### src/rtl/sysinfo_slave.sv
// rtl/sysinfo_slave.sv - system information slave: build constants, 64-bit uptime with snapshot, scratch, control/status
module sysinfo_slave #(
    parameter logic [31:0] SYSTEM_ID    = 32'h0000_0000,
    parameter logic [31:0] TIMESTAMP    = 32'd1351705187,
    parameter int          ADDR_W       = 3,
    parameter int          READ_LATENCY = 1
) (
    input  logic              clock,
    input  logic              reset_n,
    input  logic [ADDR_W-1:0] address,
    input  logic              read,
    input  logic              write,
    input  logic [31:0]       writedata,
    input  logic [3:0]        byteenable,
    output logic [31:0]       readdata,
    output logic              readdatavalid
);

    localparam logic [7:0] A_ID      = 8'd0;
    localparam logic [7:0] A_TS      = 8'd1;
    localparam logic [7:0] A_UP_LO   = 8'd2;
    localparam logic [7:0] A_UP_HI   = 8'd3;
    localparam logic [7:0] A_SCRATCH = 8'd4;
    localparam logic [7:0] A_CTRL    = 8'd5;

    logic [7:0]  addr_w;
    logic        rd_acc;
    logic        wr_acc;
    logic        ctrl_wr;
    logic        scr_wr;
    logic        clr;
    logic        wrap;

    logic [63:0] cnt_q,      cnt_d;
    logic [31:0] hi_snap_q,  hi_snap_d;
    logic [31:0] scratch_q,  scratch_d;
    logic        en_q,       en_d;
    logic        ovf_q,      ovf_d;
    logic [31:0] rd_mux;

    logic [31:0]             pipe_data_q [READ_LATENCY];
    logic [READ_LATENCY-1:0] pipe_vld_q;

    // A read in the same cycle as a write wins; the write is dropped.
    assign addr_w  = 8'(address);
    assign rd_acc  = read;
    assign wr_acc  = write & ~read;
    assign ctrl_wr = wr_acc && (addr_w == A_CTRL);
    assign scr_wr  = wr_acc && (addr_w == A_SCRATCH);
    assign clr     = ctrl_wr && writedata[1];
    assign wrap    = en_q && (cnt_q == '1) && !clr;

    always_comb begin
        cnt_d = cnt_q;
        if (clr) begin
            cnt_d = '0;
        end else if (en_q) begin
            cnt_d = cnt_q + 64'd1;
        end
    end

    always_comb begin
        en_d  = ctrl_wr ? writedata[0] : en_q;
        // A wrap in the same cycle as a write-1-to-clear leaves OVF set.
        ovf_d = wrap | (ovf_q & ~(ctrl_wr & writedata[8]));
    end

    always_comb begin
        hi_snap_d = hi_snap_q;
        if (rd_acc && (addr_w == A_UP_LO)) begin
            hi_snap_d = cnt_q[63:32];
        end
    end

    always_comb begin
        scratch_d = scratch_q;
        if (scr_wr) begin
            for (int b = 0; b < 4; b++) begin
                if (byteenable[b]) begin
                    scratch_d[b*8 +: 8] = writedata[b*8 +: 8];
                end
            end
        end
    end

    always_comb begin
        rd_mux = '0;
        case (addr_w)
            A_ID:      rd_mux = SYSTEM_ID;
            A_TS:      rd_mux = TIMESTAMP;
            A_UP_LO:   rd_mux = cnt_q[31:0];
            A_UP_HI:   rd_mux = hi_snap_q;
            A_SCRATCH: rd_mux = scratch_q;
            A_CTRL:    rd_mux = {23'b0, ovf_q, 7'b0, en_q};
            default:   rd_mux = '0;
        endcase
    end

    always_ff @(posedge clock) begin
        if (!reset_n) begin
            cnt_q     <= '0;
            hi_snap_q <= '0;
            scratch_q <= '0;
            en_q      <= 1'b1;
            ovf_q     <= 1'b0;
        end else begin
            cnt_q     <= cnt_d;
            hi_snap_q <= hi_snap_d;
            scratch_q <= scratch_d;
            en_q      <= en_d;
            ovf_q     <= ovf_d;
        end
    end

    // Data is zeroed on entry when no read is accepted, so readdata is 0 whenever invalid.
    always_ff @(posedge clock) begin
        if (!reset_n) begin
            pipe_vld_q <= '0;
            for (int i = 0; i < READ_LATENCY; i++) begin
                pipe_data_q[i] <= '0;
            end
        end else begin
            pipe_vld_q[0]  <= rd_acc;
            pipe_data_q[0] <= rd_acc ? rd_mux : 32'd0;
            for (int i = 1; i < READ_LATENCY; i++) begin
                pipe_vld_q[i]  <= pipe_vld_q[i-1];
                pipe_data_q[i] <= pipe_data_q[i-1];
            end
        end
    end

    assign readdata      = pipe_data_q[READ_LATENCY-1];
    assign readdatavalid = pipe_vld_q[READ_LATENCY-1];

endmodule

### config.mk
export PLATFORM = sky130hd
export DESIGN_NAME = sysinfo_slave
export DESIGN_NICKNAME = d
export VERILOG_FILES = /design/src/rtl/sysinfo_slave.sv
export SDC_FILE = /design/constraint.sdc
export NUM_CORES = 1
export LEC_CHECK = 0
export ABC_AREA = 1
export CELL_PAD_IN_SITES_DETAIL_PLACEMENT = 1
export CELL_PAD_IN_SITES_GLOBAL_PLACEMENT = 1
export CORE_ASPECT_RATIO = 1.2
export CORE_MARGIN = 2
export CORE_UTILIZATION = 44
export DETAILED_ROUTE_END_ITERATION = 7
export GPL_TIMING_DRIVEN = 1
export MAX_ROUTING_LAYER = met4
export PLACE_DENSITY = 0.95
export SLEW_MARGIN = 30
export SYNTH_ARGS = -nofsm -noshare
export SYNTH_HDL_FRONTEND = slang
export SYNTH_SLANG_ARGS = --single-unit
### constraint.sdc
create_clock -name clock -period 4.5 [get_ports clock]
set_input_delay 0.675 -clock clock [delete_from_list [all_inputs] [get_ports clock]]
set_output_delay 0.675 -clock clock [all_outputs]
set_load 0.02 [all_outputs]
== Word-level counts from Yosys, hierarchy flattened ==
Memories as Yosys holds them, arrays and structs flattened.
Cells that the tools add are included.

* Register bits after elaboration: 131
* RAM bits: 32
* Input port bits: 43
* Output and inout port bits: 33
* Word-level logic and storage cells: 43
* Memories kept: 1

{| class="wikitable"
|+ Memories
! memory !! words !! bits a word !! rd ports !! clocked after memory_dff !! write ports !! RTL line !! RTL
|-
| pipe_data_q || 1 || 32 || 1 || 0 || 1 || 41 || <nowiki>logic [31:0] pipe_data_q [READ_LATENCY];</nowiki>
|}

* $add $sub $neg: 1
* Equal/unequal tests: 6
* Mux-type cells: 6
* Bitwise operators: 7
* Reduce and logical (&&, ||, !) cells: 13

{| class="wikitable"
|+ Operators with widths
! kind !! count
|-
| one-hot mux 32 bit (5 select lines) || 1
|-
| adder 64 x 1 -> 64 bit, second input constant || 1
|-
| == test 64 bit, second input constant || 1
|-
| 2-to-1 mux 32 bit || 2
|-
| OR reduction 32 bit || 1
|-
| AND reduction 2 bit || 4
|-
| == test 3 x 2 -> 1 bit, second input constant || 2
|-
| == test 3 bit, second input constant || 2
|-
| logical AND 1 bit || 6
|-
| bitwise AND 1 bit || 3
|-
| == test 3 x 1 -> 1 bit, second input constant || 1
|-
| 2-to-1 mux 1 bit || 3
|-
| inverter 1 bit || 3
|-
| OR reduction 2 bit || 1
|-
| zero test 1 bit || 1
|-
| OR 1 bit || 1
|}

== Longest topological paths before layout ==
Gate-level depths: netlist of the first run.

* Depth in word-level cells: 7
* Gate-level depth with buffers: 10
* Depth with buffers taken out: 10

== Worst setup path before layout of the first run ==
Ideal clock, no wire load.

* Path kind: input to register
* Start: input port address[1]
* End: register scratch_q[13]
* Library setup time: 0.128 ns
* Data arrival time: 1.603 ns
* Required time: 4.372 ns
* Setup slack: 2.769 ns
* Stages: 7
* Path buffers: 1
* Path through: inv_1 > nand3_1 > nor3_2 > nand2_1 > clkbuf_1 > o21ai_0 > a21oi_1

* Word-level cells in the longest chain between the ends: 3

{| class="wikitable"
|+ Ends and longest elaborated chain
! item !! RTL line !! RTL
|-
| from (decl) || 10 || <nowiki>input logic [ADDR_W-1:0] address,</nowiki>
|-
| == test 3 bit || 49 || <nowiki>assign scr_wr = wr_acc && (addr_w == A_SCRATCH);</nowiki>
|-
| logical AND 1 bit || 49 ||
|-
| AND reduction 2 bit (no source line) || n/a ||
|-
| to (signal assigned) || 109 || <nowiki>scratch_q <= scratch_d;</nowiki>
|-
| to (decl) || 36 || <nowiki>logic [31:0] scratch_q, scratch_d;</nowiki>
|}

No other way between the ends.
A chain may end at the register's enable or synchronous reset.

== Final worst setup path of the first run ==
* Start: input port address[2]
* End: register scratch_q[28]

Same word-level chain as after synthesis.

==> results of run 1 <==
[state kept, by name (all words and copies together), names as in the netlist]
register,count
hi_snap_q,32
en_q,1
readdatavalid,1
scratch_q,32
ovf_q,1
cnt_q,64
pipe_data_q,32
[cells by family after synthesis]
group | count (synthesis) | share of synthesized area, %
compound gates | 218 | 16.20
fa+ha+maj | 1 | 0.1687
xor+xnor | 7 | 0.8270
buf+inv | 143 | 7.409
flops | 163 | 44.02
simple gates | 543 | 31.38
[per-layer routing]
metal / global-route usage (%) / vias up
li1: - / 3629
met1: 39.69 / 4053
met3: 9.531 / 172
met2: 60.92 / 486
met4: 22.53 / 0
met5: - / -
[final timing paths]
check | endpoint | slack (ps) | startpoint
setup / recovery | scratch_q[28] | 1560 | address[2]
hold / removal | scratch_q[0] | 480 | scratch_q[0]
setup reg to reg | ovf_q | 1850 | en_q
hold reg to reg | scratch_q[0] | 480 | scratch_q[0]
[cell usage after synthesis]
library cell and count:
a21boi_0 1, a21oi_1 101, a221oi_1 12, clkbuf_1 28, nor2_1 204, nor2_4 10, nor3_2 2, nor3_1 9
a31oi_1 3, dfxtp_1 163, and2_1 2, o221ai_1 1, o22ai_1 12, a22oi_1 3, and3_1 2, inv_1 102
buf_2 10, xor2_1 7, o21a_1 1, nand3_1 65, nand2_2 5, o21bai_1 1, nand3b_1 2, ha_1 1
nand4_1 9, a211oi_1 11, nor2_2 13, nand2_1 217, nand2_4 3, o21ai_0 72, inv_2 3
[worst reg2reg max path, stage by stage (launching register included)]
cell and delay [ps]:
dfxtp_1 880, nand2_1 390, nor2_4 280, nand3_1 170, nor2_1 170, nand3_1 250, nor2_1 170, nor2_1 70
nor2_1 170
[stage by stage]
| step | utilization [%] | power [uW] | worst slack (ps) | area [um2] |
|---|---|---|---|---|
| detailed placement | 49.99 | 1658 | 1313 | 8327 |
| global route | 53.55 | 3226 | 1441 | 8919 |
| finish | 53.55 | 3157 | 1556 | 8919 |
| global placement | 49.98 | 1648 | 1497 | 8324 |
| floorplan | - | 1579 | 2769 | 7413 |
| CTS | 53.55 | 3143 | 1649 | 8919 |
[power groups by stage]
stage | Clock [uW] | Combinational (uW) | Sequential, uW
2_1_floorplan | 0 | 73.8 | 1500
3_3_place_gp | 0 | 143 | 1500
3_5_place_dp | 0 | 152 | 1510
4_1_cts | 1510 | 161 | 1470
5_1_grt | 1580 | 175 | 1480
6_report | 1520 | 165 | 1480
[cell type report]
| class | count | area (um2) | area share [%] |
|---|---|---|---|
| clock inverter | 14 | 152.6 | 1.712 |
| inverter | 105 | 394.1 | 4.419 |
| sequential | 163 | 3263 | 36.59 |
| timing repair buffer | 81 | 795.8 | 8.923 |
| clock buffer | 18 | 439.2 | 4.924 |
| multi-input combinational | 769 | 3603 | 40.40 |
| tap | 216 | 270.3 | 3.030 |
[layout by cell type (no fill, tap or decap), types with 2 or more instances in the layout]
master	n
a211oi_1	11
a21oi_1	101
a221oi_1	12
a22oi_1	3
a31oi_1	3
and2_1	2
and3_1	2
buf_4	6
bufinv_16	2
clkbuf_16	17
clkdlybuf4s50_1	75
clkinv_2	4
clkinvlp_4	2
dfxtp_1	163
inv_1	102
inv_2	3
inv_6	3
inv_8	2
nand2_1	216
nand2_2	6
nand2_4	3
nand3_1	65
nand3b_1	2
nand4_1	9
nor2_1	204
nor2_2	13
nor2_4	10
nor3_1	9
nor3_2	2
o21ai_0	72
o22ai_1	12
xor2_1	7
==> out/results.txt, run 1 <==
setup_tns -> 0 ps
WL met1 -> 11720 um
Final GP Congestion -> 0.9841
GRT overflow -> 0
CP required -> 4810 ps
top-level I/O count -> 76
Hold Crit Depth -> 2
Non-Filler Instances -> 1366
Ant. Diodes -> 0
Max VDD drop -> 0.0002774 V
CP delay by family, top -> simple AND/OR/NAND/NOR gates
kind of critical path -> in -> reg
Final Max Tran Viols -> 0
actual slew at the worst max-slew pin -> 910.3 ps
maximum fanout along the worst path -> 24
CP arrival -> 3260 ps
Final nets -> 1181
#FFs+latches synth -> 163
max_cap viols -> 0
initial core utilization -> 44.51%
RSZ-0062 raised after global routing -> no
Area contributors post-synth -> dfxtp_1 44%, nand2_1 11%, nor2_1 10%, a21oi_1 6.8%, inv_1 5.2%
port buffer count -> 75
Max transition margin -> 39.24%
Via density -> 6.105
Switching Share -> 25.14%
Cells after Synth -> 1075
pin count of the biggest net entering global routing -> 47
layout cells sized above 1 -> 6.522%
Top Metal Used -> met4
Yosys top cell by area -> dfxtp_1
endpoints failing setup -> 0
syn_nets -> 1119
crit start category -> input port
initial antenna violation count -> 0
CP max stage cell -> nand3_1
CP Cell Sequence -> clkdlybuf4s50_1 -> nand3_1 -> nor3_2 -> buf_4 -> nand2_1 -> o21ai_0 -> a21oi_1
DR vias -> 8340
routed length on met2 -> 15800 um
CTS Buf Count -> 17
Final Hold Vio Count -> 0
Num Clock Sinks -> 163
met3 WL -> 2627 um
Clock Latency Late Sink -> 440 ps
DRC viols -> 0
die extent in x -> 122.5 um
pwr dens -> 354.0 nW/um2
crit end category -> flop
Worst path max stage delay -> 600 ps
fin crit share -> 65.41%
Layout area overhead -> 20.30%
Critical Path Stages -> 7
drt total wl -> 32160 um
# rows -> 52
post-CTS setup repair buffer count -> 0
Synth Cell Area -> 7413 um2
CTS tree -> yes
vias in the first global route -> 8625
outcome -> completed
first-pass GRT wire length -> 48740 um
Syn. warnings -> 0
Max clock buf depth -> 2
dpl cells -> 1334
router iterations before antenna repair -> 7
Fin Hold WS -> 478.5 ps
FILL cells -> 2120
H-tree Lvls -> 4
number of gates resized after CTS -> 0
Post-DP HPWL -> 21110 um
root buf cell -> clkbuf_16
sequential power share -> 46.7%
P_sw -> 793.6 uW
core area -> 16660 um2
post-route ant nets -> 0
CP Buf/Inv Count -> 2
sequential share of the synthesized area -> 44.02%
per-cell routed wire length -> 23.54 um
Final Skew -> 8.454 ps
P_leak -> 0.003016 uW
Final min period -> 2944 ps
power share of the clock group -> 48.0%
# hold bufs at CTS -> 0
Netlist cell types -> 31
cell-internal power -> 2364 uW
Highest Clock Rate -> 0.3397 GHz
GRT Total Usage -> 37.13%
Syn Area/Cell -> 6.896 um2
R2R cell count -> 8
Clk pin slew, worst setup/hold paths -> 70 ps
DRT iter0 DRCs -> 841
Comb pwr share -> 5.2%
die span in y -> 146.2 um
die area -> 17910 um2
Hold WC Path Type -> reg -> reg
top-area cell type share of the netlist area -> 44.02%
Note: power is estimated with default switching activity, not from simulation.
==> inputs of run 2 (changes only) <==
Settings changed: CORE_UTILIZATION 44 to 41, PLACE_DENSITY 0.95 to 0.9.
Clock period 4.5 ns to 2.8 ns, I/O delays scaled along.
==> run 2 against run 1 <==
Wire length shrank 13%; final cell count increased by 0.81%; sequential cell count unchanged; critical path type unchanged; highest routed layer unchanged.
==> out/results.txt, run 2 (synthesis gave the netlist of run 1 again) <==
Layout area overhead -> 21.35%
CTS tree -> yes
initial core utilization -> 42.03% (-2.5 points)
Final Hold Vio Count -> 0 (unchanged)
kind of critical path -> in -> reg
Reg with most FFs -> cnt_q
most common cell after layout, fill and taps aside -> nand2_1
maximum fanout along the worst path -> 40 (+67%)
die extent in x -> 126.8 um (+3.5%)
Storage cell area -> 3263 um2 (unchanged)
Num Clock Sinks -> 163 (unchanged)
Clk pin slew, worst setup/hold paths -> 70 ps (about the same)
pin count of the biggest net entering global routing -> 41 (-13%)
crit end category -> flop
H-tree Lvls -> 4 (unchanged)
root buf cell -> clkbuf_16
Final WS setup -> 742.0 ps (-814.4 ps)
Via density -> 5.570 (-8.8%)
setup_tns -> 0 ps (unchanged)
RSZ-0062 raised after global routing -> no
port buffer count -> 75 (unchanged)
multi-input logic area -> 3601 um2 (about the same)
Hold WC Path Type -> reg -> reg
outcome -> completed
Final Skew -> 13.01 ps (+4.554 ps)
Largest register FFs -> 64 (unchanged)
CTS Buf Count -> 17 (unchanged)
router iterations before antenna repair -> 5 (-2)
top-level I/O count -> 76 (unchanged)
layout cells sized above 1 -> 7.001% (+0.48 points)
per-cell routed wire length -> 20.26 um (-14%)
Max VDD drop -> 0.0004660 V (+68%)
die area -> 19180 um2 (+7.1%)
dpl cells -> 1345 (+0.82%)
vias in the first global route -> 8050 (-6.7%)
Max transition margin -> 49.97% (+11 points)
Fin Hold WS -> 473.1 ps (-5.463 ps)
DRC viols -> 0 (unchanged)
Highest Clock Rate -> 0.4859 GHz
fin crit share -> 73.50%
GRT overflow -> 0 (unchanged)
total design power -> 5099 uW (+61%)
CP required -> 3160 ps (-1650 ps)
post-CTS setup repair buffer count -> 0 (unchanged)
DR vias -> 7670 (-8.0%)
Final GP Congestion -> 1.012 (+2.9%)
endpoints failing setup -> 0 (unchanged)
initial antenna violation count -> 0 (unchanged)
pwr dens -> 566.8 nW/um2 (+60%)
CP arrival -> 2420 ps (-840 ps)
# hold bufs at CTS -> 0 (unchanged)
# rows -> 53 (+1.9%)
crit start category -> input port
drt total wl -> 27900 um (-13%)
Max clock buf depth -> 2 (unchanged)
Clock Latency Late Sink -> 450 ps (about the same)
most frequent cells in the layout -> 217 x nand2_1, 204 x nor2_1, 163 x dfxtp_1
Final Max Tran Viols -> 0 (unchanged)
Final min period -> 2058 ps
max_cap viols -> 0 (unchanged)
core area -> 17640 um2 (+5.9%)
FILL cells -> 2262 (+6.7%)
Post-Place Setup Slack -> 334.8 ps (-978.2 ps)
die span in y -> 151.3 um (+3.5%)
P_leak -> 0.003059 uW (+1.4%)
Ant. Diodes -> 0 (unchanged)
Post-DP HPWL -> 20260 um (-4.0%)
Non-Filler Instances -> 1377 (+0.81%)
DRT iter0 DRCs -> 471 (-44%)
number of gates resized after CTS -> 0 (unchanged)
post-route ant nets -> 0 (unchanged)
Final nets -> 1188 (+0.59%)
actual slew at the worst max-slew pin -> 749.4 ps (-160.9 ps)
first-pass GRT wire length -> 43470 um (-11%)
GRT Total Usage -> 30.51% (-6.6 points)
==> run 2: worst paths after layout <==
kind              cells past startpoint          start  slack (ps)             to
setup / recovery                      9     address[1]         740      cnt_q[19]
hold / removal                        2  scratch_q[14]         470  scratch_q[14]
setup reg to reg                     10       cnt_q[0]         820      cnt_q[56]
hold reg to reg                       2  scratch_q[14]         470  scratch_q[14]
==> run 2: worst max-delay path, stage by stage <==
cell and delay, ps:
clkdlybuf4s50_1 480, inv_1 70, nand3_1 140, nor3_2 90
nand2_1 140, nand2_2 90, inv_2 570, o21ai_0 230
a21oi_1 170
==> run 2: layout make-up <==
| type | count | area share (%) |
|---|---|---|
| flip-flops and latches | 163 | 36.27 |
| well taps | 220 | 3.060 |
| multi-input cells | 769 | 40.03 |
| clock buffers | 17 | 4.729 |
| inverters | 105 | 4.381 |
| clock inverters | 15 | 2.100 |
| repair buffers | 88 | 9.430 |
==> run 2: per-stage QoR <==
stage                     cell area, um2  utilization, %
after floorplan                     7413               -
after global placement              8382           47.52
after detailed placement            8382           47.52
after CTS                           8996           51.00
after global routing                8996           51.00
final                               8996           51.00
==> run 2: routing by layer <==
| metal | track usage, % | wire, um | up-vias |
|---|---|---|---|
| met1 | 34.29 | 11630 | 3724 |
| met3 | 5.510 | 1354 | 73 |
| li1 | - | - | 3636 |
| met4 | 13.57 | 1156 | 0 |
| met2 | 53.30 | 13760 | 237 |
| met5 | - | 0 | - |
==> run 2: where the power goes <==
| group | switching, uW | leakage (uW) | internal (uW) | total [uW] |
|---|---|---|---|---|
| Sequential | 20.4 | 0.00132 | 2350 | 2370 |
| Combinational | 155 | 0.00144 | 103 | 259 |
| Clock | 1110 | 0.000301 | 1360 | 2470 |
